$ cat src/rtl/uart_pkg.sv
// Shared UART definitions: clocking defaults, framing constants and the TX FSM state type.
package uart_pkg;

  localparam int CLK_HZ           = 100_000_000;
  localparam int BAUD             = 9600;
  localparam int DEF_CLKS_PER_BIT = CLK_HZ / BAUD;

  localparam int DATA_BITS = 8;
  localparam int STOP_BITS = 1;

  typedef enum logic [1:0] {
    IDLE  = 2'd0,
    START = 2'd1,
    DATA  = 2'd2,
    STOP  = 2'd3
  } tx_state_t;

endpackage

$ cat src/rtl/uart_tx_fifo.sv
// Byte FIFO with first-word fall-through: the head is always visible on dout.
module uart_tx_fifo #(
  parameter int DEPTH = 4,
  parameter int LVL_W = 3
) (
  input  logic             clk,
  input  logic             rst,
  input  logic             push,
  input  logic             pop,
  input  logic [7:0]       din,
  output logic [7:0]       dout,
  output logic             full,
  output logic             empty,
  output logic [LVL_W-1:0] level
);

  localparam int AW = LVL_W - 1;

  logic [7:0]       mem [DEPTH];
  logic [LVL_W-1:0] wr_ptr;
  logic [LVL_W-1:0] rd_ptr;

  // Pointers carry one extra MSB so that full and empty can be told apart.
  always_ff @(posedge clk) begin
    if (rst) begin
      wr_ptr <= '0;
      rd_ptr <= '0;
    end else begin
      if (push && !full) begin
        wr_ptr <= wr_ptr + LVL_W'(1);
      end
      if (pop && !empty) begin
        rd_ptr <= rd_ptr + LVL_W'(1);
      end
    end
  end

  always_ff @(posedge clk) begin
    if (push && !full) begin
      mem[wr_ptr[AW-1:0]] <= din;
    end
  end

  assign dout  = mem[rd_ptr[AW-1:0]];
  assign empty = (wr_ptr == rd_ptr);
  assign full  = (wr_ptr[AW-1:0] == rd_ptr[AW-1:0]) && (wr_ptr[AW] != rd_ptr[AW]);
  assign level = wr_ptr - rd_ptr;

endmodule

$ cat src/rtl/uart_tx.sv
// Buffered 8N1 UART transmitter: FIFO-fed serialiser, LSB first, registered line output.
module uart_tx
  import uart_pkg::*;
#(
  parameter int CLKS_PER_BIT = DEF_CLKS_PER_BIT,
  parameter int FIFO_DEPTH   = 4,
  parameter int LVL_W        = 3
) (
  input  logic             clk,
  input  logic             rst,
  input  logic [7:0]       tx_data,
  input  logic             tx_valid,
  output logic             tx_ready,
  output logic             uart_rxd_out,
  output logic             busy,
  output logic [LVL_W-1:0] fifo_level
);

  localparam int            BW        = $clog2(CLKS_PER_BIT);
  localparam logic [BW-1:0] BAUD_LAST = BW'(CLKS_PER_BIT - 1);
  localparam logic [2:0]    LAST_BIT  = 3'(DATA_BITS - 1);

  tx_state_t     state;
  tx_state_t     state_next;
  logic [BW-1:0] baud_cnt;
  logic [2:0]    bit_idx;
  logic [7:0]    shift_reg;
  logic          line_q;
  logic          line_next;
  logic          pop;
  logic          baud_done;
  logic [7:0]    fifo_dout;
  logic          fifo_full;
  logic          fifo_empty;

  uart_tx_fifo #(
    .DEPTH (FIFO_DEPTH),
    .LVL_W (LVL_W)
  ) u_fifo (
    .clk   (clk),
    .rst   (rst),
    .push  (tx_valid & tx_ready),
    .pop   (pop),
    .din   (tx_data),
    .dout  (fifo_dout),
    .full  (fifo_full),
    .empty (fifo_empty),
    .level (fifo_level)
  );

  assign baud_done = (baud_cnt == BAUD_LAST);

  always_ff @(posedge clk) begin
    if (rst) begin
      state <= IDLE;
    end else begin
      state <= state_next;
    end
  end

  always_comb begin
    state_next = state;
    case (state)
      IDLE:  if (!fifo_empty) state_next = START;
      START: if (baud_done) state_next = DATA;
      DATA:  if (baud_done && bit_idx == LAST_BIT) state_next = STOP;
      STOP:  if (baud_done) state_next = fifo_empty ? IDLE : START;
      default: state_next = IDLE;
    endcase
  end

  // Line value is chosen for the state being entered so the register lines up with it.
  always_comb begin
    pop       = 1'b0;
    line_next = 1'b1;
    if (!fifo_empty && (state == IDLE || (state == STOP && baud_done))) begin
      pop = 1'b1;
    end
    case (state_next)
      START:   line_next = 1'b0;
      DATA:    line_next = (state == DATA && baud_done) ? shift_reg[1] : shift_reg[0];
      default: line_next = 1'b1;
    endcase
  end

  always_ff @(posedge clk) begin
    if (rst) begin
      baud_cnt  <= '0;
      bit_idx   <= '0;
      shift_reg <= '0;
      line_q    <= 1'b1;
    end else begin
      line_q <= line_next;
      if (state == IDLE || baud_done) begin
        baud_cnt <= '0;
      end else begin
        baud_cnt <= baud_cnt + BW'(1);
      end
      if (state == START) begin
        bit_idx <= '0;
      end else if (state == DATA && baud_done) begin
        bit_idx <= bit_idx + 3'd1;
      end
      if (pop) begin
        shift_reg <= fifo_dout;
      end else if (state == DATA && baud_done) begin
        shift_reg <= {1'b0, shift_reg[7:1]};
      end
    end
  end

  assign uart_rxd_out = line_q;
  assign tx_ready     = !fifo_full;
  assign busy         = (state != IDLE) || !fifo_empty;

endmodule

$ cat config.mk
export PLATFORM = sky130hd
export DESIGN_NAME = uart_tx
export DESIGN_NICKNAME = d
export VERILOG_FILES = /design/src/rtl/uart_pkg.sv /design/src/rtl/uart_tx_fifo.sv /design/src/rtl/uart_tx.sv
export SDC_FILE = /design/constraint.sdc
export NUM_CORES = 1
export LEC_CHECK = 0
export ABC_AREA = 1
export ABC_CLOCK_PERIOD_IN_PS = 4200
export CAP_MARGIN = 20
export CORE_ASPECT_RATIO = 0.7
export CORE_UTILIZATION = 40
export DETAILED_ROUTE_END_ITERATION = 8
export PLACE_DENSITY_LB_ADDON = 0.2
export SETUP_SLACK_MARGIN = 0.02
export SKIP_CTS_REPAIR_TIMING = 1
export SLEW_MARGIN = 20
export SYNTH_ARGS = -nofsm -noshare
export SYNTH_HDL_FRONTEND = slang
export SYNTH_HIERARCHICAL = 1
export SYNTH_SLANG_ARGS = --single-unit
$ cat constraint.sdc
create_clock -name clk -period 4.2 [get_ports clk]
set_clock_uncertainty 0.05 [all_clocks]
set_input_delay 0.42 -clock clk [delete_from_list [all_inputs] [get_ports clk]]
set_output_delay 0.42 -clock clk [all_outputs]
set_load 0.1 [all_outputs]
# After elaboration in Yosys (flattened, before gate mapping)
# Memory sizes are Yosys's and may differ from the RTL's. A register that Yosys moved wholly into a read port is not among the register bits.
# Index checks and enable logic that the tools add are counted.
# totals
regBits	34
mem_bits_rw	32
inputBits	11
output_inout_bits	6
wordCells	56
mem_count	1
# op_classes
add_sub_neg	5
n_eq_ne	10
n_mux	15
bitwise	1
reduce_logical	17
# mem_list
name	words	word_bits	rd	rd_ports_with_merged_regs	wr	line	source
u_fifo.mem	4	8	1	1	1	uart_tx_fifo.sv:19	logic [7:0] mem [DEPTH];
# op_table
operator	count
$mux W8	2
$add A14 B1 Y14 const B	1
$eq A14 B14 Y1 const B	1
$mux W2	6
$add A3 B1 Y3 const B	3
$pmux W2 S4	1
$logic_and A1 B1 Y1	7
$eq A2 B2 Y1 const B	3
$mux W1	5
$eq A2 B1 Y1 const B	2
$reduce_bool A2 Y1	2
$reduce_or A2 Y1	2
$eq A3 B3 Y1	1
$eq A3 B3 Y1 const B	1
$logic_or A1 B1 Y1	3
$sub A3 B3 Y3	1
$eq A2 B2 Y1	1
$logic_not A1 Y1	2
$logic_not A2 Y1	1
$pmux W1 S2	1
$and A1 B1 Y1	1
$ne A1 B1 Y1	1

# Depth between registers and ports, before layout
# Gate-level depths: netlist (run 1).
# depth
depth_word	8
ltp_mapped	14
mapped_depth_nobuf	14

# Modules after synthesis
# Netlist (run 1), hierarchy kept.
# by_module_without_submodules
module	n_inst	cells_each	area_each_um2	seq_area_each_um2
uart_tx_fifo	1	149	1746.7	1121.1
uart_tx	1	196	1506.4	560.5

# Worst setup path after synthesis (run 1)
# OpenSTA, ideal clock, no wires.
# synth_path
path_kind	register -> output
startpoint	register u_fifo.wr_ptr[0]
endpoint	output port fifo_level[2]
arrival_ns	2.615
path_slack_ns	1.115
path_stages_with_launch	5
path_cell_list	dfxtp_1 -> inv_1 -> ha_1 -> fa_1 -> xnor2_1
# synth_via
elab_chain_len	1
# synth_lines
item	line	source
start, declared	uart_tx_fifo.sv:20	logic [LVL_W-1:0] wr_ptr;
start signal, assigned	uart_tx_fifo.sv:30	wr_ptr <= wr_ptr + LVL_W'(1);
$sub A3 B3 Y3	uart_tx_fifo.sv:47	assign level = wr_ptr - rd_ptr;
end, declared	uart_tx.sv:16	output logic [LVL_W-1:0] fifo_level
# Every way passes these cells.

# Worst setup path after layout (run 1)
# Same ends and word-level chain as after synthesis.

==> summary.txt, run 1 <==
wl on met1 = 3.10 mm
H-tree levels = 3
number of global-route vias before repair = 2172
Max-Cap Viols = 0
Area Growth Syn to Fin = 15.5%
chip width = 110 µm
xor/xnor share of the synthesized area = 1.08%
synthesized area = 3250 µm²
slowest cell on the critical path = clkdlybuf4s50_1
CTS tree = done
total power = 2.17 mW
slew margin rel. = 34.8%
initial antenna violation count = 0
CP delay by family, top = buffers and inverters
Die Y = 77.5 µm
crit start category = flop
clock root buffer = clkbuf_16
DP Worst Slack = 1.30 ns
CP arrival = 2.80 ns
CP required = 3.73 ns
Synth Area in Simple Gates = 24.9%
Final Net Count = 388
Initial Util = 41.3%
hold path cells = 2
Seq/Total Area, Yosys = 51.7%
Met2 Wirelength = 2.68 mm
area leader, netlist = edfxtp_1
fin cells = 472
pin count of the biggest net entering global routing = 18
Initial DRC Count = 89
Final Cell Area = 3760 µm²
R2R Setup Slk = 1.48 ns
# port buffers = 16
syn_nets = 367
Multi-input gate area = 1330 µm²
Compound-Gate Fraction of Synth Area = 10.5%
reg2reg path depth = 9
Post-Syn Area per Cell = 9.43 µm²
register bit total from synthesis = 68
Hold/Removal Path Class = reg -> reg
CP bufs+invs = 2
share of cells above drive strength 1 = 16.2%
Hold Path End = bit_idx[2]
Tcrit/Tclk final = 77.8%
placed instance count = 456
Post-DP HPWL = 4.27 mm
Leakage Power = 1.43 nW
CTS Buf Count = 9
Setup TNS Final = 0 ns
Synth area leaders = edfxtp_1 30%, dfxtp_1 22%, nand2_1 5.7%
status = completed
mux cell area share after synthesis = 0%
Core ar. = 7870 µm²
hold_sp = bit_idx[2]
via count = 2247
Synth Area in Adders = 4.46%
Slew @ Worst Pin = 0.974 ns
first-pass GRT wire length = 10.2 mm
met3 routed WL = 209 µm
placed cell area = 3480 µm²
number of fill cells = 730
Hold Fails Final Rpt = 0
Critical Path Max Stage Delay = 1.16 ns
Max VDD drop = 0.419 mV
GRT Residual Overflow = 0
Max Buffers Root-to-Sink = 2
Clk pin slew, worst setup/hold paths = 0.06 ns
critical-path cell list = inv_1 > ha_1 > fa_1 > xnor2_1 > clkdlybuf4s50_1
FF-to-FF End = u_fifo/mem[0][0]
CP max FO = 5
power per cell area = 577 nW/µm²
max FFs per register = 32
share of the synthesized area in the top cell type = 29.5%
antenna-violating nets left = 0
Crit Path Class = reg -> out
register area = 1680 µm²
FF-to-FF Start = u_fifo/wr_ptr[0]
worst setup margin = 0.932 ns
1st-pass router iterations = 4
GRT Util Overall = 16.1%
distinct cell type count of the synthesized netlist = 34
Clock Sinks = 68
# diodes = 0
Gate Count Post-Synth = 345
Vias/cell = 4.76
Std-Cell Rows = 27
IO Pins = 17
Top Layer Used = met4
crit end category = output pin
Period minus WS final = 3.27 ns
die area = 8500 µm²
later-pin clock latency in the skew report = 0.33 ns
Yosys warning total = 6
Wirelength per Cell = 12.7 µm
GPL Wtd Cong = 0.808
drt total wl = 6.01 mm
fmax = 0.306 GHz
RSZ-0062 raised after global routing = false
main combinational cell family by area after synthesis = simple AND/OR/NAND/NOR gates
max-slew violation count = 0
DRC Markers = 0
setup violators final = 0
## cells in the mapped netlist (all sizes together)
cell	instances
and2	1
clkbuf	1
o21a	3
fa	1
a21oi	24
buf	6
bufinv	1
nor3	3
o22ai	8
edfxtp	32
inv	42
o21ai	24
dfxtp	36
ha	10
xnor2	2
nand3b	7
nand2	60
nor2	52
nand4	8
nand3	22
xor2	2
## cells by family after synthesis
family                   Yosys count
adder cells (fa/ha/maj)           11
AND/OR/NAND/NOR                  153
buffers and inverters             50
flip-flops                        68
AO/OA/AOI/OAI                     59
XOR/XNOR                           4
## per-stage QoR
stage	hold slack, ns	utilization [%]
2_1_floorplan	0.368	-
3_3_place_gp	0.385	44.2
3_5_place_dp	0.392	44.2
4_1_cts	0.401	47.8
5_1_grt	0.422	47.8
6_report	0.396	47.8
## worst max-delay path by stage
stage,start,endpoint,slack (ns),cells after the start
final,u_fifo/wr_ptr[0],fifo_level[2],0.93,5
after global routing,u_fifo/wr_ptr[0],tx_ready,0.83,8
after CTS,u_fifo/wr_ptr[0],fifo_level[2],0.92,5
after detailed placement,u_fifo/wr_ptr[0],fifo_level[2],1.30,5
after global placement,u_fifo/wr_ptr[0],fifo_level[2],1.34,5
after floorplan,u_fifo/wr_ptr[0],fifo_level[2],1.11,4
## worst register-to-register path, cell delays in order, from the launching register on
cell,delay (ns)
dfxtp_1,0.41
inv_1,0.11
ha_1,0.34
nand2_1,0.07
bufinv_8,0.18
nand3_4,0.09
inv_1,0.07
nor2_1,0.29
nand2_1,0.15
nor2_1,0.59
## cell type report
type / instances / share of cell area (%)
clock buffers: 9 / 5.99
multi-input cells: 227 / 35.5
inverters: 43 / 4.66
flip-flops and latches: 68 / 44.7
repair buffers: 17 / 4.39
clock inverters: 7 / 1.36
well taps: 101 / 3.36
## per-layer routing
metal	global-route usage, %	vias up
met5	0	-
met4	6.80	0
met3	5.13	2
met2	23.1	23
met1	22.2	1028
li1	-	1194
## cells in the final DEF, fill, tap and decap left out, types with 9 or more instances in the layout
master | Yosys | routed
a21oi_1 | 16 | 16
clkbuf_16 | 0 | 9
clkdlybuf4s50_1 | 0 | 15
dfxtp_1 | 36 | 36
edfxtp_1 | 32 | 32
ha_1 | 10 | 10
inv_1 | 37 | 37
nand2_1 | 49 | 49
nand3_1 | 11 | 11
nand3_2 | 10 | 10
nor2_1 | 45 | 45
o21ai_0 | 17 | 17
## power breakdown
part	leakage, nW	switching, mW	internal (mW)	total (mW)
sequential	0.588	0.0589	0.766	0.825
clock	0.122	0.287	0.399	0.686
combinational	0.718	0.446	0.212	0.657
total	1.43	0.791	1.38	2.17
No activity file was read; power rests on OpenSTA's default activity.
==> run 2, diff against run 1 <==
--- a/config.mk
+++ b/config.mk
@@ -6,7 +6,7 @@
 export NUM_CORES = 1
 export LEC_CHECK = 0
 export ABC_AREA = 1
-export ABC_CLOCK_PERIOD_IN_PS = 4200
+export ABC_CLOCK_PERIOD_IN_PS = 2960
 export CAP_MARGIN = 20
 export CORE_ASPECT_RATIO = 0.7
 export CORE_UTILIZATION = 40
==> constraint.sdc (replaced) <==
create_clock -name clk -period 2.96 [get_ports clk]
set_clock_uncertainty 0.05 [all_clocks]
set_input_delay 0.296 -clock clk [delete_from_list [all_inputs] [get_ports clk]]
set_output_delay 0.296 -clock clk [all_outputs]
set_load 0.1 [all_outputs]
==> run 2 against run 1 <==
  * Count of clock-buffer cells in the layout unchanged
  * Routed wire length about the same
  * Global-route usage up 0.17 points
  * Combinational power up 42%
  * Hold slack better by 0.0025 ns
  * Design area up 2.7%
  * Sequential share of layout area down 1.2 points
  * Setup slack worse by 0.39 ns
  * Critical path depth up 6
  * Register-to-register slack worse by 0.94 ns
  * Sequential power up 42%
==> summary.txt, run 2 (synthesis results as in run 1) <==
status = completed
# port buffers = 16
GPL Wtd Cong = 0.825
share of cells above drive strength 1 = 18.5%
Clock Sinks = 68
1st-pass router iterations = 4
clock root buffer = clkbuf_16
Core ar. = 7870 µm²
GRT Residual Overflow = 0
CTS Buf Count = 9
max FFs per register = 32
Slew @ Worst Pin = 0.529 ns
Max VDD drop = 0.600 mV
Std-Cell Rows = 27
RSZ-0062 raised after global routing = false
Crit Path Class = reg -> reg
Clk pin slew, worst setup/hold paths = 0.06 ns
critical-path cell list = inv_1 > ha_1 > nand2_1 > bufinv_8 > nand3_4 > inv_1 > nor2_1 > nand2_1 > inv_1 > nand2_2 > inv_1
CP required = 2.91 ns
initial antenna violation count = 0
crit start category = flop
total power = 3.41 mW
Post-DP HPWL = 4.29 mm
chip width = 110 µm
most common cell after layout, fill and taps aside = nand2_1
fmax = 0.413 GHz
Max-Cap Viols = 0
Critical Path Max Stage Delay = 0.41 ns
Hold Fails Final Rpt = 0
antenna-violating nets left = 0
Leakage Power = 1.51 nW
Worst path most repeated cell = inv_1
Initial Util = 41.3%
crit end category = flop
CTS tree = done
Wirelength per Cell = 12.7 µm
H-tree levels = 3
die area = 8500 µm²
pin count of the biggest net entering global routing = 18
IO Pins = 17
drt total wl = 6.02 mm
Period minus WS final = 2.42 ns
CP bufs+invs = 5
CP delay by family, top = buffers and inverters
# diodes = 0
via count = 2295
max-slew violation count = 0
CP arrival = 2.37 ns
Die Y = 77.5 µm
slew margin rel. = 64.7%
first-pass GRT wire length = 10.1 mm
Initial DRC Count = 130
Tcrit/Tclk final = 81.8%
CP max FO = 8
Setup TNS Final = 0 ns
Max Buffers Root-to-Sink = 2
DRC Markers = 0
Final Net Count = 391
Vias/cell = 4.84
most frequent cells in the layout = 49 x nand2_1, 45 x nor2_1, 37 x inv_1
number of global-route vias before repair = 2097
later-pin clock latency in the skew report = 0.33 ns
Area Growth Syn to Fin = 18.7%
GRT Util Overall = 16.3%
Hold/Removal Path Class = reg -> reg
setup violators final = 0
power per cell area = 883 nW/µm²
slowest cell on the critical path = dfxtp_1
-- run 2: through the flow --
stage                     setup slack [ns]  util, %  hold WS, ns  cell area [µm²]  std cells
after floorplan                      0.606        -        0.313             3260        345
after global placement               0.650     44.5        0.379             3500        459
after detailed placement             0.557     44.5        0.394             3500        459
after CTS                            0.530     49.1        0.401             3860        474
after global routing                 0.336     49.1        0.433             3860        474
final                                0.539     49.1        0.399             3860        474
-- run 2: final cells by class --
type | count | area, µm²
fillers | 715 | 4010
clock buffers | 9 | 225
inverters | 43 | 175
repair buffers | 20 | 175
clock inverters | 6 | 136
well taps | 101 | 126
flip-flops and latches | 68 | 1680
multi-input cells | 227 | 1340
-- run 2: worst paths after layout --
path                                        from          endpoint  slack, ns  cells past startpoint
worst max register to register  u_fifo/wr_ptr[0]  u_fifo/mem[3][2]       0.54                     11
worst min-delay path                 baud_cnt[0]       baud_cnt[0]       0.40                      1
worst min register to register       baud_cnt[0]       baud_cnt[0]       0.40                      1
worst max-delay path            u_fifo/wr_ptr[0]  u_fifo/mem[3][2]       0.54                     11
-- run 2: power by group --
group          leakage, nW  total [mW]  switching (mW)  internal [mW]
sequential           0.588        1.17          0.0872           1.09
clock                0.172        1.30           0.396          0.905
combinational        0.747       0.933           0.632          0.300
total                 1.51        3.41            1.12           2.29
-- run 2: per-layer routing --
metal  global-route usage (%)  vias up  wire, µm
met4                     6.00        0        84
li1                         -     1202         -
met1                     23.9     1055      3340
met5                        0        -         0
met2                     20.8       30      2340
met3                     6.81        8       252
==> run 3, diff against run 2 <==
--- a/config.mk
+++ b/config.mk
@@ -6,7 +6,7 @@
 export NUM_CORES = 1
 export LEC_CHECK = 0
 export ABC_AREA = 1
-export ABC_CLOCK_PERIOD_IN_PS = 2960
+export ABC_CLOCK_PERIOD_IN_PS = 2000
 export CAP_MARGIN = 20
 export CORE_ASPECT_RATIO = 0.7
 export CORE_UTILIZATION = 40
==> constraint.sdc (replaced) <==
create_clock -name clk -period 2 [get_ports clk]
set_clock_uncertainty 0.05 [all_clocks]
set_input_delay 0.2 -clock clk [delete_from_list [all_inputs] [get_ports clk]]
set_output_delay 0.2 -clock clk [all_outputs]
set_load 0.1 [all_outputs]
==> run 3 against run 2 <==
  * Setup slack got worse by 0.43 ns
  * Register-to-register slack got worse by 0.42 ns
  * First-iteration DRC count increased by 32%
  * Count of clock-buffer cells in the layout unchanged
  * Hold slack about the same
  * Die area unchanged
  * Design area increased by 4.8%
  * Non-clock buffer count increased by 11
  * Critical path type is now reg -> out
  * Highest routed layer unchanged
==> summary.txt, run 3 (synthesis results as in run 1) <==
status = completed
GRT Util Overall = 16.7%
CP max FO = 2
CTS Buf Count = 9
DRC Markers = 0
Flop pwr share = 34.2%
Initial DRC Count = 172
# port buffers = 16
CP bufs+invs = 2
Tcrit/Tclk final = 94.5%
Clock Sinks = 68
Initial Util = 41.3%
Hold/Removal Path Class = reg -> reg
Period minus WS final = 1.89 ns
Setup TNS Final = 0 ns
Critical Path Max Stage Delay = 0.37 ns
antenna-violating nets left = 0
via count = 2369
RSZ-0062 raised after global routing = false
GPL Wtd Cong = 0.850
first-pass GRT wire length = 10.5 mm
Post-DP HPWL = 4.62 mm
power per cell area = 1240 nW/µm²
drt total wl = 6.31 mm
Core ar. = 7870 µm²
slew margin rel. = 81.1%
Final Net Count = 402
# diodes = 0
max-slew violation count = 0
Clk pin slew, worst setup/hold paths = 0.06 ns
most common cell after layout, fill and taps aside = nand2_1
CP delay by family, top = adder cells
CTS tree = done
total power = 5.02 mW
part of the power in the clock network = 32.1%
later-pin clock latency in the skew report = 0.33 ns
fmax = 0.529 GHz
CP required = 1.75 ns
Net Sw Frac = 35.5%
setup violators final = 0
Std-Cell Rows = 27
Leakage Power = 1.56 nW
Crit Path Class = reg -> out
1st-pass router iterations = 4
slowest cell on the critical path = fa_2
switching power total = 1.78 mW
chip width = 110 µm
Hold Fails Final Rpt = 0
clock root buffer = clkbuf_16
Util after Layout = 51.4%
Area Growth Syn to Fin = 24.3%
Int Power = 3.24 mW
IO Pins = 17
share of cells above drive strength 1 = 24.7%
Max VDD drop = 0.848 mV
critical-path cell list = inv_1 > ha_4 > fa_2 > xnor2_4 > buf_12
Max Buffers Root-to-Sink = 2
GRT Residual Overflow = 0
Die Y = 77.5 µm
crit start category = flop
Vias/cell = 4.87
Comb pwr share = 33.7%
initial antenna violation count = 0
die area = 8500 µm²
Wirelength per Cell = 13.0 µm
crit end category = output pin
number of global-route vias before repair = 2131
CP arrival = 1.64 ns
max FFs per register = 32
pin count of the biggest net entering global routing = 17
Slew @ Worst Pin = 0.283 ns
most frequent cells in the layout = 47 x nand2_1, 41 x nor2_1, 34 x dfxtp_1
Max-Cap Viols = 0
H-tree levels = 3
[run 3: changes by cell type in the layout (fill, tap and decap cells not counted), sizes merged]
| cell | before | now |
|---|---|---|
| inv | 43 | 45 |
| clkinv | 0 | 1 |
| buf | 10 | 21 |
| bufinv | 5 | 2 |
| clkinvlp | 1 | 2 |
[run 3: area by class of cell]
class	count	area [µm²]
Fill cell	708	3830
Sequential cell	68	1680
Multi-Input combinational cell	227	1420
Timing Repair Buffer	31	320
Clock buffer	9	225
Inverter	43	185
Tap cell	101	126
Clock inverter	7	82.6
[run 3: worst paths after layout]
path	from	end	slack, ns	depth (start not counted)
hold / removal	baud_cnt[0]	baud_cnt[0]	0.40	1
setup / recovery	u_fifo/wr_ptr[0]	fifo_level[2]	0.11	5
hold reg to reg	baud_cnt[0]	baud_cnt[0]	0.40	1
setup reg to reg	u_fifo/rd_ptr[1]	u_fifo/mem[1][2]	0.12	9
[run 3: stage by stage]
step / setup WS [ns] / hold slack, ns / cells / cell area, µm²
floorplan: -0.0108 / 0.217 / 345 / 3320
global placement: 0.117 / 0.379 / 468 / 3690
detailed placement: 0.0706 / 0.390 / 468 / 3690
CTS: -0.0564 / 0.403 / 484 / 4000
global route: 0.00256 / 0.419 / 486 / 4050
finish: 0.110 / 0.398 / 486 / 4050
[run 3: worst reg2reg max path, cell delays in order (launching register included)]
cell      delay [ns]
dfxtp_1         0.34
inv_1           0.05
ha_1            0.26
nand2_1         0.07
bufinv_8        0.19
nand3_4         0.06
inv_2           0.05
nor2_4          0.16
nand2_4         0.10
nor2_4          0.24
[run 3: power groups by stage]
stage | Combinational (mW) | Clock (mW) | Sequential [mW]
6_report | 1.69 | 1.61 | 1.72
5_1_grt | 1.83 | 1.73 | 1.73
4_1_cts | 1.66 | 1.67 | 1.71
3_5_place_dp | 1.65 | 0 | 1.74
3_3_place_gp | 1.64 | 0 | 1.74
2_1_floorplan | 1.19 | 0 | 1.78
[run 3: routing by layer]
| layer | part of all wire [%] | GRT usage, % |
|---|---|---|
| met5 | 0 | 0 |
| met4 | 0.90 | 6.27 |
| met3 | 5.2 | 4.79 |
| met2 | 41 | 21.9 |
| met1 | 53 | 25.3 |
